[src/rtl/mem_arb_pkg.sv]
// Shared types and constants for the data-memory port arbiter.
package mem_arb_pkg;
  typedef enum logic [1:0] {IDLE, OWN_CPU, OWN_IO} arb_state_t;

  localparam int REQ_CPU    = 0;
  localparam int REQ_IO     = 1;
  localparam int NUM_REQ    = 2;
  localparam int DEF_ADDR_W = 32;
  localparam int DEF_DATA_W = 32;

  function automatic arb_state_t own_state(input logic idx);
    return idx ? OWN_IO : OWN_CPU;
  endfunction
endpackage

[src/rtl/mem_port_arbiter_if.sv]
// Bundle of both master ports and the memory port; slave = arbiter side.
interface mem_port_arbiter_if #(
  parameter int ADDR_W = mem_arb_pkg::DEF_ADDR_W,
  parameter int DATA_W = mem_arb_pkg::DEF_DATA_W
);
  logic              cpu_req, cpu_we, cpu_last, cpu_gnt, cpu_rvalid;
  logic [ADDR_W-1:0] cpu_addr;
  logic [DATA_W-1:0] cpu_wdata, cpu_rdata;
  logic              io_req, io_we, io_last, io_gnt, io_rvalid;
  logic [ADDR_W-1:0] io_addr;
  logic [DATA_W-1:0] io_wdata, io_rdata;
  logic              mem_we;
  logic [ADDR_W-1:0] mem_addr;
  logic [DATA_W-1:0] mem_wdata, mem_rdata;

  modport slave (
    input  cpu_req, cpu_we, cpu_last, cpu_addr, cpu_wdata,
    output cpu_gnt, cpu_rvalid, cpu_rdata,
    input  io_req, io_we, io_last, io_addr, io_wdata,
    output io_gnt, io_rvalid, io_rdata,
    output mem_we, mem_addr, mem_wdata,
    input  mem_rdata
  );

  modport master (
    output cpu_req, cpu_we, cpu_last, cpu_addr, cpu_wdata,
    input  cpu_gnt, cpu_rvalid, cpu_rdata,
    output io_req, io_we, io_last, io_addr, io_wdata,
    input  io_gnt, io_rvalid, io_rdata,
    input  mem_we, mem_addr, mem_wdata,
    output mem_rdata
  );
endinterface

[src/rtl/mem_port_arbiter.sv]
// Round-robin owner of the single data-memory port, CPU LSU vs input controller.
// Bursts hold the port until last, capped at MAX_HOLD beats when the other side waits.
module mem_port_arbiter
  import mem_arb_pkg::*;
#(
  parameter int MAX_HOLD = 8,
  parameter int ADDR_W   = DEF_ADDR_W,
  parameter int DATA_W   = DEF_DATA_W
) (
  input  logic               clk,
  input  logic               reset,
  mem_port_arbiter_if.slave  bus
);
  localparam int HOLD_W = (MAX_HOLD > 1) ? $clog2(MAX_HOLD) : 1;

  arb_state_t          state_q, state_d;
  logic [HOLD_W-1:0]   hold_cnt_q, hold_cnt_d;
  logic                last_io_q, last_io_d;   // 1: IO served last, CPU wins next tie
  logic [NUM_REQ-1:0]  rd_pend_q, rd_pend_d;

  logic [NUM_REQ-1:0]  req, we, last, gnt, acc;
  logic                own, oth, hold_sat, rel_last, rel_drop, rel_cap;
  logic [ADDR_W-1:0]   addr_mux;
  logic [DATA_W-1:0]   wdata_mux;

  always_comb begin
    req[REQ_CPU]  = bus.cpu_req;
    req[REQ_IO]   = bus.io_req;
    we[REQ_CPU]   = bus.cpu_we;
    we[REQ_IO]    = bus.io_we;
    last[REQ_CPU] = bus.cpu_last;
    last[REQ_IO]  = bus.io_last;
    gnt[REQ_CPU]  = (state_q == OWN_CPU);
    gnt[REQ_IO]   = (state_q == OWN_IO);
    acc           = gnt & req;
  end

  always_comb begin
    state_d    = state_q;
    hold_cnt_d = hold_cnt_q;
    last_io_d  = last_io_q;
    own        = (state_q == OWN_IO);
    oth        = ~own;
    // Counter saturates so a long uncontended burst is still capped once the other side arrives.
    hold_sat   = (hold_cnt_q == HOLD_W'(MAX_HOLD - 1));
    rel_last   = acc[own] & last[own];
    rel_drop   = ~req[own];
    rel_cap    = acc[own] & hold_sat & req[oth];
    rd_pend_d  = acc & ~we;
    case (state_q)
      IDLE: begin
        hold_cnt_d = '0;
        if (&req)              state_d = last_io_q ? OWN_CPU : OWN_IO;
        else if (req[REQ_CPU]) state_d = OWN_CPU;
        else if (req[REQ_IO])  state_d = OWN_IO;
      end
      default: begin
        if (rel_last || rel_drop || rel_cap) begin
          last_io_d  = own;
          hold_cnt_d = '0;
          if (req[oth])      state_d = own_state(oth);
          else if (rel_last) state_d = own_state(own);
          else               state_d = IDLE;
        end else if (acc[own] && !hold_sat) begin
          hold_cnt_d = hold_cnt_q + 1'b1;
        end
      end
    endcase
  end

  always_ff @(posedge clk) begin
    if (reset) begin
      state_q    <= IDLE;
      hold_cnt_q <= '0;
      last_io_q  <= 1'b1;
      rd_pend_q  <= '0;
    end else begin
      state_q    <= state_d;
      hold_cnt_q <= hold_cnt_d;
      last_io_q  <= last_io_d;
      rd_pend_q  <= rd_pend_d;
    end
  end

  always_comb begin
    addr_mux  = '0;
    wdata_mux = '0;
    if (acc[REQ_CPU]) begin
      addr_mux  = bus.cpu_addr;
      wdata_mux = bus.cpu_wdata;
    end else if (acc[REQ_IO]) begin
      addr_mux  = bus.io_addr;
      wdata_mux = bus.io_wdata;
    end
  end

  always_comb begin
    bus.mem_we     = |(acc & we);
    bus.mem_addr   = addr_mux;
    bus.mem_wdata  = wdata_mux;
    bus.cpu_gnt    = gnt[REQ_CPU];
    bus.io_gnt     = gnt[REQ_IO];
    // Read data follows the issuing master, independent of where the grant is now.
    bus.cpu_rvalid = rd_pend_q[REQ_CPU];
    bus.io_rvalid  = rd_pend_q[REQ_IO];
    bus.cpu_rdata  = rd_pend_q[REQ_CPU] ? bus.mem_rdata : '0;
    bus.io_rdata   = rd_pend_q[REQ_IO]  ? bus.mem_rdata : '0;
  end
endmodule

[src/flat_wrapper.sv]
// flat-port wrapper written by rule: the top's interface ports become plain ports
module mem_port_arbiter_flat import mem_arb_pkg::*;
#(
  parameter int MAX_HOLD = 8,
  parameter int ADDR_W   = DEF_ADDR_W,
  parameter int DATA_W   = DEF_DATA_W
)
  (clk, reset, bus_cpu_req, bus_cpu_we, bus_cpu_last, bus_cpu_addr, bus_cpu_wdata, bus_cpu_gnt, bus_cpu_rvalid, bus_cpu_rdata, bus_io_req, bus_io_we, bus_io_last, bus_io_addr, bus_io_wdata, bus_io_gnt, bus_io_rvalid, bus_io_rdata, bus_mem_we, bus_mem_addr, bus_mem_wdata, bus_mem_rdata);
  mem_port_arbiter_if #(.ADDR_W(ADDR_W), .DATA_W(DATA_W)) bus_i ();
  input  logic clk;
  input  logic reset;
  input wire logic [$bits(bus_i.cpu_req)-1:0] bus_cpu_req;
  input wire logic [$bits(bus_i.cpu_we)-1:0] bus_cpu_we;
  input wire logic [$bits(bus_i.cpu_last)-1:0] bus_cpu_last;
  input wire logic [$bits(bus_i.cpu_addr)-1:0] bus_cpu_addr;
  input wire logic [$bits(bus_i.cpu_wdata)-1:0] bus_cpu_wdata;
  output wire logic [$bits(bus_i.cpu_gnt)-1:0] bus_cpu_gnt;
  output wire logic [$bits(bus_i.cpu_rvalid)-1:0] bus_cpu_rvalid;
  output wire logic [$bits(bus_i.cpu_rdata)-1:0] bus_cpu_rdata;
  input wire logic [$bits(bus_i.io_req)-1:0] bus_io_req;
  input wire logic [$bits(bus_i.io_we)-1:0] bus_io_we;
  input wire logic [$bits(bus_i.io_last)-1:0] bus_io_last;
  input wire logic [$bits(bus_i.io_addr)-1:0] bus_io_addr;
  input wire logic [$bits(bus_i.io_wdata)-1:0] bus_io_wdata;
  output wire logic [$bits(bus_i.io_gnt)-1:0] bus_io_gnt;
  output wire logic [$bits(bus_i.io_rvalid)-1:0] bus_io_rvalid;
  output wire logic [$bits(bus_i.io_rdata)-1:0] bus_io_rdata;
  output wire logic [$bits(bus_i.mem_we)-1:0] bus_mem_we;
  output wire logic [$bits(bus_i.mem_addr)-1:0] bus_mem_addr;
  output wire logic [$bits(bus_i.mem_wdata)-1:0] bus_mem_wdata;
  input wire logic [$bits(bus_i.mem_rdata)-1:0] bus_mem_rdata;
  assign bus_i.cpu_req = bus_cpu_req;
  assign bus_i.cpu_we = bus_cpu_we;
  assign bus_i.cpu_last = bus_cpu_last;
  assign bus_i.cpu_addr = bus_cpu_addr;
  assign bus_i.cpu_wdata = bus_cpu_wdata;
  assign bus_cpu_gnt = bus_i.cpu_gnt;
  assign bus_cpu_rvalid = bus_i.cpu_rvalid;
  assign bus_cpu_rdata = bus_i.cpu_rdata;
  assign bus_i.io_req = bus_io_req;
  assign bus_i.io_we = bus_io_we;
  assign bus_i.io_last = bus_io_last;
  assign bus_i.io_addr = bus_io_addr;
  assign bus_i.io_wdata = bus_io_wdata;
  assign bus_io_gnt = bus_i.io_gnt;
  assign bus_io_rvalid = bus_i.io_rvalid;
  assign bus_io_rdata = bus_i.io_rdata;
  assign bus_mem_we = bus_i.mem_we;
  assign bus_mem_addr = bus_i.mem_addr;
  assign bus_mem_wdata = bus_i.mem_wdata;
  assign bus_i.mem_rdata = bus_mem_rdata;
  mem_port_arbiter #(.MAX_HOLD(MAX_HOLD), .ADDR_W(ADDR_W), .DATA_W(DATA_W)) u_core (.clk(clk), .reset(reset), .bus(bus_i));
endmodule
[config.mk]
export PLATFORM = sky130hd
export DESIGN_NAME = mem_port_arbiter_flat
export DESIGN_NICKNAME = d
export VERILOG_FILES = /design/src/rtl/mem_arb_pkg.sv /design/src/rtl/mem_port_arbiter_if.sv /design/src/rtl/mem_port_arbiter.sv /design/src/flat_wrapper.sv
export SDC_FILE = /design/constraint.sdc
export NUM_CORES = 1
export LEC_CHECK = 0
export CORE_AREA = 8 8 111 113
export DETAILED_ROUTE_END_ITERATION = 6
export DIE_AREA = 0 0 119 121
export MAX_ROUTING_LAYER = met4
export SYNTH_ARGS = -nofsm -noshare
export SYNTH_HDL_FRONTEND = slang
export SYNTH_SLANG_ARGS = --single-unit
[constraint.sdc]
create_clock -name clk -period 2.3 [get_ports clk]
set_input_delay 0.345 -clock clk [delete_from_list [all_inputs] [get_ports clk]]
set_output_delay 0.345 -clock clk [all_outputs]
set_load 0.02 [all_outputs]
# After elaboration in Yosys (flattened, before gate mapping)
# Cells that the tools add are included.
# classes
n_reduce_logical	11
addsub	1
n_lt_le_gt_ge	2
n_bitwise	10
mux	24
eq_ne	4
# op_table
operator	count
32-bit 2-to-1 mux	6
2-bit 2-to-1 mux	10
1-bit 2-to-1 mux	8
2-bit AND	3
2-bit AND reduction	3
1-bit by 2-bit less-than comparator with 1-bit output, second input constant	2
4-bit by 3-bit inequality test with 1-bit output, second input constant	1
3-bit by 1-bit adder with 3-bit output, second input constant	1
1-bit AND	3
3-bit == test, second input constant	1
1-bit NOT	3
3-bit OR reduction	1
2-bit by 1-bit == test with 1-bit output, second input constant	1
2-bit == test, second input constant	1
2-bit zero test	1
1-bit logical OR	2
2-bit NOT	1
2-bit nonzero test	1
2-bit OR reduction	1
1-bit logical AND	1
1-bit zero test	1
# word_totals
in_bits	168
register_bits	8

# Depth between registers and ports, before layout
# logic_depth
word_depth	9
depth_mapped	6
ltp_nobuf	6

# Worst setup path before layout
# OpenSTA, ideal clock, no wires.
# synth_timing
kind	input to output
start	input bus_cpu_req
end	output bus_mem_addr[12]
stages	6
arrival_ps	1301
n_path_buf	3
required_time_ps	1955
path_slack_ps	654
path_cell_list	buf_2 nand2_1 nor2_1 buf_2 buf_2 a22o_1
# synth_via
elab_chain_cells	2
# synth_lines
element	line	rtl
start: declaration	flat_wrapper.sv:12	input wire logic [$bits(bus_i.cpu_req)-1:0] bus_cpu_req;
2-bit AND	mem_port_arbiter.sv:35	acc = gnt & req;
32-bit 2-to-1 mux	mem_port_arbiter.sv:88	if (acc[REQ_CPU]) begin
end: declaration	flat_wrapper.sv:29	output wire logic [$bits(bus_i.mem_addr)-1:0] bus_mem_addr;
# No other way between the ends.

# Final worst setup path
# layout_timing
start	input bus_cpu_req
end	output bus_mem_wdata[6]
# layout_via
elab_chain_cells	2
# layout_lines
element	line	rtl
2-bit AND	mem_port_arbiter.sv:35	
32-bit 2-to-1 mux	mem_port_arbiter.sv:88	
end: declaration	flat_wrapper.sv:30	output wire logic [$bits(bus_i.mem_wdata)-1:0] bus_mem_wdata;
# No other way between the ends.

==> impl_metrics.json <==
{
  "status": "finished, final reports clean",
  "grt_antenna_before_repair": 0,
  "netlist-cell-type-count": 36,
  "insertion_delay_ns": 0.24,
  "worstPathMaxFanout": 50,
  "number_of_global_route_vias_before_repair": 2899,
  "final.period_utilization_pct": 97.4,
  "maximum_clock_skew_at_final_layout_ns": 0.00365,
  "drc_errors": 0,
  "clock.fmax_ghz": 0.446,
  "firstDrtPassIters": 4,
  "finalWeightedCongestion": 0.816,
  "route.detailed.wl_per_inst_um": 19.0,
  "clock_path_buffers": 2,
  "synth.cell_area_mm2": 0.00159,
  "floorplan.rows": 38,
  "r2r_end": "u_core.last_io_q",
  "num-nets-final": 675,
  "critical-path-slowest-cell": "clkdlybuf4s50_1",
  "synth_top_area_cell": "a22o_1",
  "viasPerCell": 4.41,
  "synth.top_cell.area_share_pct": 35.9,
  "final.setup.tns_ns": 0,
  "clock_power_share_pct": 13.1,
  "reg2reg_depth": 5,
  "grt.total_usage_pct": 15.9,
  "boundaryPins": 301,
  "die-area_mm2": 0.0144,
  "rsz0062_at_grt": "false",
  "cts_made_buffers": 3,
  "clkTransAtPathRegs_ns": 0.04,
  "path_depth": 6,
  "p_leak_uw": 0.00206,
  "flop_pwr_share_pct": 12.5,
  "worstHoldPathType": "register to register",
  "path_cells": "clkdlybuf4s50_1 > nand2_1 > nor2_4 > buf_12 > a22o_1 > dlygate4sd2_1",
  "routed_wl_mm": 12.2,
  "r2r-start": "u_core.state_q[0]",
  "async_flop_share_pct": 0,
  "use_met1_pct": 18.3,
  "power.switching_uw": 507,
  "cts-htree-levels": 1,
  "wire_length_of_the_first_global_routing_pass_mm": 18.0,
  "required_ns": 1.96,
  "synth_enable_flop_cells": 0,
  "hold_viol": 0,
  "grtUsageMet2_pct": 28.0,
  "mappedNetlistNets": 382,
  "power.density_mw_per_mm2": 276,
  "cts_sinks": 8,
  "cts_root_buf": "clkbuf_8",
  "gr-usage-met3_pct": 4.37,
  "n_antenna_cell": 0,
  "regToRegSetupSlack_ns": 0.62,
  "setup_violations": 0,
  "worst_setup_path_startpoint": "bus_cpu_req",
  "fraction_of_layout_cells_with_a_size_suffix_above_1_pct": 4.77,
  "ys.warnings.count": 0,
  "synth_top_cells_by_area": "a22o_1 36%, and2_1 25%, dfxtp_1 10%, buf_2 5.0%, clkbuf_1 1.9%",
  "total_number_of_vias": 2833,
  "max_slew_headroom_at_the_worst_pin_pct": 74.8,
  "cts_tree": "done",
  "syn_area_per_cell_um2": 7.48,
  "comb_power_share_pct": 74.3,
  "ir_drop_mv": 0.202,
  "port-buffer-count": 300,
  "ys_seq_area_share_pct": 10.1,
  "yosys.cell_count.top_type": "a22o_1",
  "floorplan.initialDensity_pct": 15.0,
  "worst_slew_pin_slew_ns": 0.369,
  "post_synth_inst_count": 212,
  "critical_path.endpoint_type": "primary output",
  "hold_fix_buffers_cts": 0,
  "floorplan.die.height_um": 121,
  "capture_point_of_the_worst_path": "bus_mem_wdata[6]",
  "max-cap-violations": 0,
  "fin_hold_ws_ns": 0.536,
  "primary_flip_flop_cell_chosen_by_synthesis_mapping": "dfxtp_1",
  "period_minus_slack_ns": 2.24,
  "critical_path.max_stage_delay_ns": 0.47,
  "hpwlAfterDp_mm": 10.6,
  "grt_busiest_layer": "met2",
  "antenna_left": 0,
  "core_area_mm2": 0.0106,
  "synth.ff_latch_count": 8,
  "postCtsSetupRepairBufs": 0,
  "cpLargestDelayFamily": "buffers and inverters",
  "area_delta_synth_final_pct": 199,
  "yosys-top-cells-count": "65 x a22o_1, 64 x and2_1, 16 x buf_2",
  "grt-ovfl-total": 0,
  "arrival_time_worst_endpoint_ns": 1.90,
  "internal_power_component_uw": 801,
  "die-width_um": 119,
  "critical_path_buf_inv_count": 3,
  "startpoint_types": "input pin",
  "p_sw_share_pct": 38.8,
  "grt_start_max_net_pins": 51,
  "drt_iter0_drc": 187,
  "critPathKind": "input pin to primary output",
  "slew_violations": 0
}
[worst min-delay path by stage]
stage	slack [ns]	end	startpoint	cells after the start
floorplan	0.42	u_core.rd_pend_q[0]	bus_cpu_we	1
global placement	0.51	u_core.hold_cnt_q[1]	u_core.hold_cnt_q[1]	2
detailed placement	0.53	u_core.last_io_q	u_core.last_io_q	1
CTS	0.54	u_core.last_io_q	u_core.last_io_q	1
global route	0.56	u_core.hold_cnt_q[2]	u_core.hold_cnt_q[2]	2
finish	0.54	u_core.last_io_q	u_core.last_io_q	1
[through the flow]
stage | worst slack [ns] | instances | util [%] | area [µm²] | total power, µW
3_5_place_dp | -0.218 | 640 | 45.1 | 4780 | 1220
3_3_place_gp | -0.221 | 640 | 45.1 | 4780 | 1210
2_1_floorplan | 0.654 | 212 | - | 1590 | 596
6_report | 0.0587 | 643 | 44.8 | 4750 | 1310
5_1_grt | 0.00101 | 643 | 44.8 | 4750 | 1390
4_1_cts | 0.0585 | 643 | 44.8 | 4750 | 1320
[routing by layer]
metal / part of all wire (%) / wire length [µm]
met3: 8.6 / 1050
met4: 0.62 / 76
met1: 39 / 4810
met5: 0 / 0
met2: 51 / 6300
[cells in the final DEF, fill, tap and decap left out, types with 2 or more instances in the layout]
master             n
a21oi_1            4
and2_1            64
ha_1               2
nand2_1            2
clkdlybuf4s15_1    2
inv_1              3
mux2i_1            2
dlygate4sd2_1     61
nor3_1             5
clkdlybuf4s50_1  235
dfxtp_1            8
a22o_1            65
o21ai_0            2
buf_4             13
nor2_1             3
nor2_4             2
nand3b_1           2
nor2b_1            3
clkbuf_8           3
buf_12             2
[layout make-up]
type	count	area [µm²]
inverters	3	11.3
multi-input cells	176	1320
clock buffers	3	41.3
repair buffers	313	3040
well taps	140	175
fillers	1093	5850
flip-flops and latches	8	160
[repair_timing]
item,in CTS,in global routing
setup endpoints to repair,63,2
pin swaps,0,0
gates resized for setup,63,2
[flip-flops by register name (all words and copies together), names as in the netlist]
| signal | cells |
|---|---|
| u_core.state_q | 2 |
| u_core.rd_pend_q | 2 |
| u_core.hold_cnt_q | 3 |
| u_core.last_io_q | 1 |
[power groups by stage]
| stage | logic, µW | clock network (µW) | registers, µW |
|---|---|---|---|
| 2_1_floorplan | 434 | 0 | 162 |
| 3_3_place_gp | 1040 | 0 | 166 |
| 3_5_place_dp | 1050 | 0 | 166 |
| 4_1_cts | 981 | 177 | 164 |
| 5_1_grt | 1040 | 184 | 166 |
| 6_report | 973 | 172 | 164 |
[cell families (layout without fill, tap and decap cells)]
| logic type | count (synthesis) | after routing | synth area share [%] |
|---|---|---|---|
| buf+inv | 28 | 319 | 7.89 |
| mux | 2 | 2 | 1.26 |
| flops | 8 | 8 | 10.1 |
| simple gates | 87 | 87 | 33.2 |
| compound gates | 84 | 84 | 45.4 |
| xor+xnor | 1 | 1 | 0.552 |
| fa+ha+maj | 2 | 2 | 1.58 |
Note: power is estimated with default switching activity, not from simulation.
